--- config.mk ---
export PLATFORM = sky130hd
export DESIGN_NAME = ex_stage
export DESIGN_NICKNAME = d
export VERILOG_FILES = /design/src/rtl/ex_stage.sv
export SDC_FILE = /design/constraint.sdc
export NUM_CORES = 1
export LEC_CHECK = 0
export ABC_AREA = 1
export BUFFER_PORTS_ARGS = -buffer_cell sky130_fd_sc_hd__buf_2
export CORE_UTILIZATION = 55
export DETAILED_ROUTE_END_ITERATION = 16
export GPL_ROUTABILITY_DRIVEN = 1
export PLACE_DENSITY = 0.91
export SLEW_MARGIN = 20
export SYNTH_ARGS = -nofsm -noshare
export SYNTH_HDL_FRONTEND = slang
export SYNTH_SLANG_ARGS = --single-unit
--- constraint.sdc ---
create_clock -name clk -period 4.2 [get_ports clk]
set_input_delay 0.21 -clock clk [delete_from_list [all_inputs] [get_ports clk]]
set_output_delay 0.21 -clock clk [all_outputs]
set_load 0.005 [all_outputs]
--- src/rtl/ex_stage.sv ---
// Execute stage: operand forwarding, one-hot ALU, jump resolution and EX/MEM register.
// Owns the two-cycle squash of younger instructions following a taken jump.
module ex_stage (
    input  logic        clk,
    input  logic        rst,
    input  logic        skip,
    input  logic [4:0]  rd_addr_in,
    input  logic [31:0] rs1_in,
    input  logic [31:0] rs2_in,
    input  logic [31:0] imm_in,
    input  logic [31:0] pc_in,
    input  logic        writeback_en_in,
    input  logic        writeback_from_mem_in,
    input  logic        alu_rs2_reg_in,
    input  logic        add_en_in,
    input  logic        sub_en_in,
    input  logic        xor_en_in,
    input  logic        or_en_in,
    input  logic        and_en_in,
    input  logic        eq_en_in,
    input  logic        skip_instr_in,
    input  logic        rs1_take_prev1_in,
    input  logic        rs2_take_prev1_in,
    input  logic        jump_on_alu_true_in,
    input  logic        jump_always_in,
    output logic [4:0]  rd_addr_out,
    output logic [31:0] alu_result_out,
    output logic [31:0] store_data_out,
    output logic        writeback_en_out,
    output logic        writeback_from_mem_out,
    output logic        skip_instr_out,
    output logic        jump_taken_out,
    output logic [31:0] jump_target_out,
    output logic        squash_out
);

    logic [31:0] op_a;
    logic [31:0] rs2_val;
    logic [31:0] op_b;
    logic [31:0] alu_result;
    logic [31:0] jump_target;
    logic        eff_skip;
    logic        taken;
    logic [1:0]  squash_cnt;
    logic [1:0]  squash_cnt_nxt;

    assign op_a    = rs1_take_prev1_in ? alu_result_out : rs1_in;
    assign rs2_val = rs2_take_prev1_in ? alu_result_out : rs2_in;
    assign op_b    = alu_rs2_reg_in ? rs2_val : imm_in;

    // Selected results are ORed so an empty select yields zero.
    always_comb begin
        alu_result = 32'd0;
        if (add_en_in) alu_result = alu_result | (op_a + op_b);
        if (sub_en_in) alu_result = alu_result | (op_a - op_b);
        if (xor_en_in) alu_result = alu_result | (op_a ^ op_b);
        if (or_en_in)  alu_result = alu_result | (op_a | op_b);
        if (and_en_in) alu_result = alu_result | (op_a & op_b);
        if (eq_en_in)  alu_result = alu_result | {31'd0, op_a == op_b};
    end

    assign squash_out  = (squash_cnt != 2'd0);
    assign eff_skip    = skip_instr_in | squash_out;
    assign taken       = !eff_skip &&
                         (jump_always_in || (jump_on_alu_true_in && (alu_result != 32'd0)));
    assign jump_target = pc_in + imm_in;

    // A jump inside the squash window is itself a bubble, so it can never reload the counter.
    always_comb begin
        squash_cnt_nxt = squash_cnt;
        if (taken)
            squash_cnt_nxt = 2'd2;
        else if (squash_cnt != 2'd0)
            squash_cnt_nxt = squash_cnt - 2'd1;
    end

    always_ff @(posedge clk or posedge rst) begin
        if (rst) begin
            squash_cnt      <= 2'd0;
            jump_taken_out  <= 1'b0;
            jump_target_out <= 32'd0;
        end else if (skip) begin
            jump_taken_out  <= 1'b0;
        end else begin
            squash_cnt     <= squash_cnt_nxt;
            jump_taken_out <= taken;
            if (taken)
                jump_target_out <= jump_target;
        end
    end

    // Bubbles leave alu_result_out untouched so a forwarding value survives them.
    always_ff @(posedge clk or posedge rst) begin
        if (rst) begin
            rd_addr_out            <= 5'd0;
            alu_result_out         <= 32'd0;
            store_data_out         <= 32'd0;
            writeback_en_out       <= 1'b1;
            writeback_from_mem_out <= 1'b0;
            skip_instr_out         <= 1'b0;
        end else if (!skip) begin
            if (eff_skip) begin
                rd_addr_out            <= 5'd0;
                writeback_en_out       <= 1'b0;
                writeback_from_mem_out <= 1'b0;
                skip_instr_out         <= 1'b1;
            end else begin
                rd_addr_out            <= rd_addr_in;
                alu_result_out         <= alu_result;
                store_data_out         <= rs2_val;
                writeback_en_out       <= writeback_en_in;
                writeback_from_mem_out <= writeback_from_mem_in;
                skip_instr_out         <= 1'b0;
            end
        end
    end

endmodule

==> reports/qor.yml, run 1 <==
global_routing:
  antenna_found_initial: 1
  grt_pass1_vias: 14430
  overflow: 0
  grt_start_max_net_pins: 98
  grt_usage_pct: 39.96
  grt_pass1_wl_mm: 75.36
timing:
  max_slew_margin_pct: 35.23
  whs_ns: 0.07037
  fin_crit_ns: 3.944
  setup_viol: 0
  drv_slew: 0
  hold_viol: 0
  skew_ns: 0.01328
  fin_crit_sh_pct: 93.90
  fmax_ghz: 0.2536
  worstMarginPinSlew_ns: 0.9715
placed_design:
  io_buffer_count: 255
  gp_congestion: 1.035
  dpl.hpwl_mm: 40.40
  dp.cells: 2739
clocking:
  cts_buffers: 9
  cts_hold_buf: 0
  clockBufferDepth: 2
  cts_tree: "done"
  clk_pin_slew_worst_paths_ns: 0.08
  root_buffer: "clkbuf_16"
  cts.sinks: 107
  htree_levels: 3
  worst_skew_pair.late_latency_ns: 0.36
finish:
  post-route-util_pct: 65.93
  syn_to_final_growth_pct: 15.83
  layout.cells.non_filler: 2754
  diodes: 0
  drive_gt1_share_pct: 16.67
  fin_nets: 2717
synthesis:
  ys_types: 46
  synth_cells: 2196
  synth_edf_count: 0
  syn_area_per_cell_sq_um: 5.940
  synth_top_area_share_pct: 20.34
  ys.warnings.count: 0
  synth_seq_cells: 107
  ys_seq_area_share_pct: 20.54
  synthesis.area_sq_um: 13040
  synthArstFlopShare_pct: 100.0
  synth.area.top_cells: "dfrtp_1 20%, nand2_1 20%, ha_1 12%"
  synth_top_area_cell: "dfrtp_1"
  ys.flop_type: "dfrtp_1"
  syn_nets: 2476
drt:
  num_vias: 15320
  drc_errors: 0
  wl_per_cell_um: 17.70
  dr.pass1.iters: 7
  antenna_left: 0
  drt-total-wl_mm: 48.75
  via_per_inst: 5.562
  drtIter0Drc: 1448
floorplanning:
  die-area_sq_um: 24340
  core_sq_um: 22920
  ios: 256
  die_x_um: 156
  initial_core_util_pct: 56.92
  rows: 55
  fp.dieH_um: 156
critical_path:
  reg2reg_to: "squash_cnt[1]$_DFFE_PP0P_"
  arrival_ns: 4.19
  cp_slowest_stage_delay_ns: 0.42
  r2r_start: "alu_result_out[0]$_DFFE_PP0P_"
  cp_common_cell: "nand2_1"
  path_class: "flop to flop"
  crit_fanout: 5
  cp-start-kind: "flop"
  end_kind: "flop"
  rrSetupSlack_ns: 0.26
  ff2ff_path_depth: 28
  cp.required_ns: 4.44
  slowest_stage: "fa_1"
run:
  maxCapViolations: 0
run_status:
  status: "complete, no violations"
pwr:
  ir_drop_uv: 349.3
  p_leak_nw: 8.719
  p_per_area_nw_per_um2: 536.8
worst_hold_path:
  min_path_type: "input port to async pin"
[logic make-up (layout without fill, tap and decap cells)]
kind of cell             count (synthesis)  after routing  synth area share (%)
AND/OR/NAND/NOR                       1115           1115                 36.09
buffers and inverters                  458            703                 13.94
AO/OA/AOI/OAI                          354            354                 14.65
adder cells (fa/ha/maj)                130            130                 12.64
flip-flops                             107            107                 20.54
XOR/XNOR                                32             32                 2.149
[worst max-delay path by stage]
stage,startpoint,to,slack (ns),depth (start not counted)
finish,alu_result_out[0]$_DFFE_PP0P_,squash_cnt[1]$_DFFE_PP0P_,0.26,28
global route,alu_result_out[22]$_DFFE_PP0P_,jump_target_out[12]$_DFFE_PP0P_,-0.006,22
CTS,alu_result_out[22]$_DFFE_PP0P_,jump_target_out[11]$_DFFE_PP0P_,0.21,22
detailed placement,rs2_take_prev1_in,squash_cnt[1]$_DFFE_PP0P_,-0.12,25
global placement,rs2_take_prev1_in,squash_cnt[1]$_DFFE_PP0P_,-0.12,25
floorplan,rs2_take_prev1_in,jump_target_out[10]$_DFFE_PP0P_,0.75,26
[worst max-delay path: cells and delay by family, from the launching register on]
kind | cells | cell delay (ns)
simple gates | 19 | 2.05
flops | 1 | 0.36
buf+inv | 5 | 0.49
fa+ha+maj | 2 | 0.59
compound gates | 2 | 0.33
[cell usage after synthesis (23+ instances only)]
master	count
a21oi_1	131
buf_2	25
clkbuf_1	42
dfrtp_1	106
ha_1	127
inv_1	368
nand2_1	697
nand3_1	166
nand4_1	23
nor2_1	146
o21ai_0	139
o22ai_1	25
or2_2	31
[layout make-up]
| cell class | instances | area (sq um) |
|---|---|---|
| Inverter | 374 | 1406 |
| Timing Repair Buffer | 314 | 1782 |
| Multi-Input combinational cell | 1631 | 8574 |
| Clock inverter | 6 | 50.05 |
| Clock buffer | 9 | 225.2 |
| Tap cell | 313 | 391.6 |
| Fill cell | 2178 | 7807 |
| Sequential cell | 107 | 2679 |
[metal layers]
layer | vias up | global-route usage (%) | part of all wire (%)
li1 | 7384 | - | -
met1 | 7028 | 51.50 | 41
met2 | 799 | 65.48 | 45
met3 | 106 | 8.750 | 10
met4 | 0 | 14.43 | 3.5
met5 | - | 0 | 0
[stage by stage]
stage               setup slack (ns)  cell area (sq um)    TNS, ns  power (mW)
finish                        0.2563              15110          0       8.109
global route               -0.005655              15110  -0.005655       8.787
CTS                           0.2112              15080          0       7.971
detailed placement           -0.1187              14810     -2.927       7.123
global placement             -0.1248              14810     -2.911       7.002
floorplan                     0.7465              13040          0       5.191
[flip-flops by register name, indices dropped and copies added (netlist names)]
signal / flops
squash_cnt: 2
jump_target_out: 32
store_data_out: 32
skip_instr_out: 1
jump_taken_out: 1
writeback_en_out: 1
rd_addr_out: 5
writeback_from_mem_out: 1
alu_result_out: 32
[power by group]
group | switching [mW] | leakage (nW) | internal (mW)
sequential | 0.303 | 1.31 | 1.52
combinational | 3.56 | 7.28 | 1.90
clock | 0.413 | 0.134 | 0.407
total | 4.28 | 8.72 | 3.83
[layout by cell type, fill, tap and decap left out, types with 5 or more instances in the layout]
master,synthesis,layout
a21oi_1,131,131
a22o_1,7,7
and2_1,7,7
buf_12,0,5
buf_2,25,255
buf_4,4,54
clkbuf_16,0,9
dfrtp_1,106,106
ha_1,127,122
ha_2,0,5
inv_1,368,366
inv_2,6,7
nand2_1,697,697
nand3_1,166,165
nand4_1,23,23
nor2_1,146,146
nor2_2,11,11
nor3_1,12,12
nor3_2,10,9
o211ai_1,5,5
o21ai_0,139,131
o21ai_1,22,29
o21bai_1,5,5
o22ai_1,25,25
or2_2,31,31
xnor2_1,15,15
xor2_1,17,17
[what timing repair did]
| item | 4_1_cts | 5_1_grt |
|---|---|---|
| setup endpoints to repair | 2 | 34 |
| hold endpoints to repair | 0 | 0 |
| gates resized for setup | 1 | 15 |
| setup buffers | 0 | 0 |
| pin swaps | 0 | 0 |
Power figures use the tool's default switching activity.
==> run 2: changes to the inputs <==
BUFFER_PORTS_ARGS = not set   (was -buffer_cell sky130_fd_sc_hd__buf_2)
DONT_BUFFER_PORTS = 1   (was not set)
PLACE_DENSITY = 0.81   (was 0.91)
SKIP_CTS_REPAIR_TIMING = 1   (was not set)
==> run 2 against run 1 <==
  * The flow now finishes with violations (hold timing)
  * Design area shrank 8.3%
  * Clock power grew 13%
  * Clock skew is essentially flat
  * Core utilization shrank 5.5 points
  * Power shrank 4.5%
  * Critical endpoint is now jump_target_out[18]$_DFFE_PP0P_
==> reports/qor.yml, run 2 (same netlist as run 1, synthesis figures left out) <==
drt:
  drtIter0Drc: 1497  # +3.4%
  antenna_left: 0  # unchanged
  num_vias: 14390  # -6.0%
  drt-total-wl_mm: 48.64  # -0.23%
  wl_per_cell_um: 19.50  # +10%
  via_per_inst: 5.771  # +3.8%
  dr.pass1.iters: 6  # -1
  drc_errors: 0  # unchanged
finish:
  fin_nets: 2453  # -9.7%
  fill_cells: 2304  # +5.8%
  fin_area_sq_um: 13860  # -8.3%
  largestRegisters: "alu_result_out: 32 flops, jump_target_out: 32 flops, store_data_out: 32 flops"
  drive_gt1_share_pct: 7.208  # -9.5 points
  post-route-util_pct: 60.47  # -5.5 points
  layout_common_cells: "695 x nand2_1, 366 x inv_1, 164 x nand3_1, 138 x nor2_1, 129 x a21oi_1"
  mostFrequentLayoutCell: "nand2_1"
  syn_to_final_growth_pct: 6.235
floorplanning:
  fp.dieH_um: 156  # unchanged
  core_sq_um: 22920  # unchanged
  initial_core_util_pct: 56.92  # unchanged
  die_x_um: 156  # unchanged
  rows: 55  # unchanged
  ios: 256  # unchanged
  die-area_sq_um: 24340  # unchanged
pwr:
  ir_drop_uv: 274.0  # -22%
  p_per_area_nw_per_um2: 558.6  # +4.1%
  p_leak_nw: 7.611  # -13%
placed_design:
  io_buffer_count: 0  # -100%
  postPlaceCellArea_sq_um: 13340  # -9.9%
  gp_congestion: 1.020  # -1.5%
  dpl.hpwl_mm: 39.99  # -1.0%
timing:
  fin_crit_ns: 4.003  # +0.05903 ns
  fin_crit_sh_pct: 95.30  # +1.4 points
  skew_ns: 0.01282  # -0.0004560 ns
  fmax_ghz: 0.2498  # -1.5%
  drv_slew: 0  # unchanged
  max_slew_margin_pct: 34.02  # -1.2 points
  hold_viol: 77  # +77
  whs_ns: -0.07073  # -0.1411 ns
  worstMarginPinSlew_ns: 0.9897  # +0.01822 ns
  setup_viol: 0  # unchanged
critical_path:
  cp_common_cell: "nand2_1"
  cp-start-kind: "flop"
  arrival_ns: 4.26  # +0.07 ns
  end_kind: "flop"
  crit_fanout: 17  # +12
  cp.required_ns: 4.46  # +0.02 ns
  cp_slowest_stage_delay_ns: 0.48  # +0.06 ns
  path_class: "flop to flop"
  slowest_stage: "fa_1"
clocking:
  cts_tree: "done"
  worst_skew_pair.late_latency_ns: 0.36  # about the same
  cts.sinks: 107  # unchanged
  clk_pin_slew_worst_paths_ns: 0.08  # about the same
  clockBufferDepth: 2  # unchanged
  cts_buffers: 9  # unchanged
  root_buffer: "clkbuf_16"
  htree_levels: 3  # unchanged
run_status:
  violations: "hold timing"
  status: "finished with violations"
global_routing:
  antenna_found_initial: 4  # +3
  grt_pass1_vias: 13450  # -6.8%
  grt_usage_pct: 39.75  # -0.21 points
  grt_start_max_net_pins: 78  # -20%
  overflow: 0  # unchanged
  grt_pass1_wl_mm: 74.26  # -1.5%
worst_hold_path:
  min_path_type: "input port to async pin"
run:
  maxCapViolations: 0  # unchanged
run 2: changes by cell type in the layout (fill, tap and decap cells not counted), sizes merged:
| cell | change |
|---|---|
| buf | -274 |
| dlygate4sd3 | +10 |
| clkinv | +1 |
| clkinvlp | -1 |
| diode | +3 |
| bufinv | +1 |
run 2: critical path, delay by kind of cell, from the launching register on:
family	cells	cell delay, ns
fa+ha+maj	2	0.67
compound gates	3	0.41
flops	1	0.37
simple gates	18	1.94
buf+inv	4	0.50
run 2: metal layers:
layer  up-vias  track usage, %  wire length [um]
met2       745           63.82             21830
met5         -               0                10
li1       6876               -                 -
met4         2           11.20              1372
met1      6678           53.53             20170
met3        91           8.611              5248
run 2: layout make-up:
cell class	instances	area [sq um]	share of cell area (%)
inverters	374	1408	10.16
multi-input cells	1631	8641	62.36
flip-flops and latches	107	2679	19.33
clock buffers	9	225.2	1.625
repair buffers	50	412.9	2.980
well taps	313	391.6	2.826
diodes	3	7.507	0.05418
clock inverters	7	92.59	0.6682
run 2: path summary, 6_finish.rpt:
check / start / endpoint / slack, ns / cells after the start
worst max register to register: alu_result_out[0]$_DFFE_PP0P_ / jump_target_out[18]$_DFFE_PP0P_ / 0.20 / 27
max in group asynchronous: rst / jump_target_out[8]$_DFFE_PP0P_ / 3.31 / 2
worst min-delay path: rst / jump_target_out[26]$_DFFE_PP0P_ / -0.07 / 1
worst max-delay path: alu_result_out[0]$_DFFE_PP0P_ / jump_target_out[18]$_DFFE_PP0P_ / 0.20 / 27
min in group clk: rd_addr_in[4] / rd_addr_out[4]$_DFFE_PP0N_ / -0.02 / 1
worst min register to register: store_data_out[29]$_DFFE_PP0P_ / store_data_out[29]$_DFFE_PP0P_ / 0.52 / 2
run 2: stage by stage:
stage	setup WS, ns	cells	total power [mW]	TNS (ns)
after floorplan	0.7465	2196	5.191	0
after detailed placement	0.04658	2465	6.570	0
after global routing	-0.05980	2493	8.347	-0.07072
after CTS	0.02854	2481	7.515	0
after global placement	0.1175	2465	6.478	0
final	0.1972	2494	7.741	0
run 2: power breakdown:
group	total, mW	switching [mW]	internal (mW)	leakage [nW]
Clock	0.927	0.447	0.480	0.155
Combinational	4.79	3.26	1.54	6.15
Sequential	2.02	0.495	1.53	1.31
Total	7.74	4.20	3.54	7.61
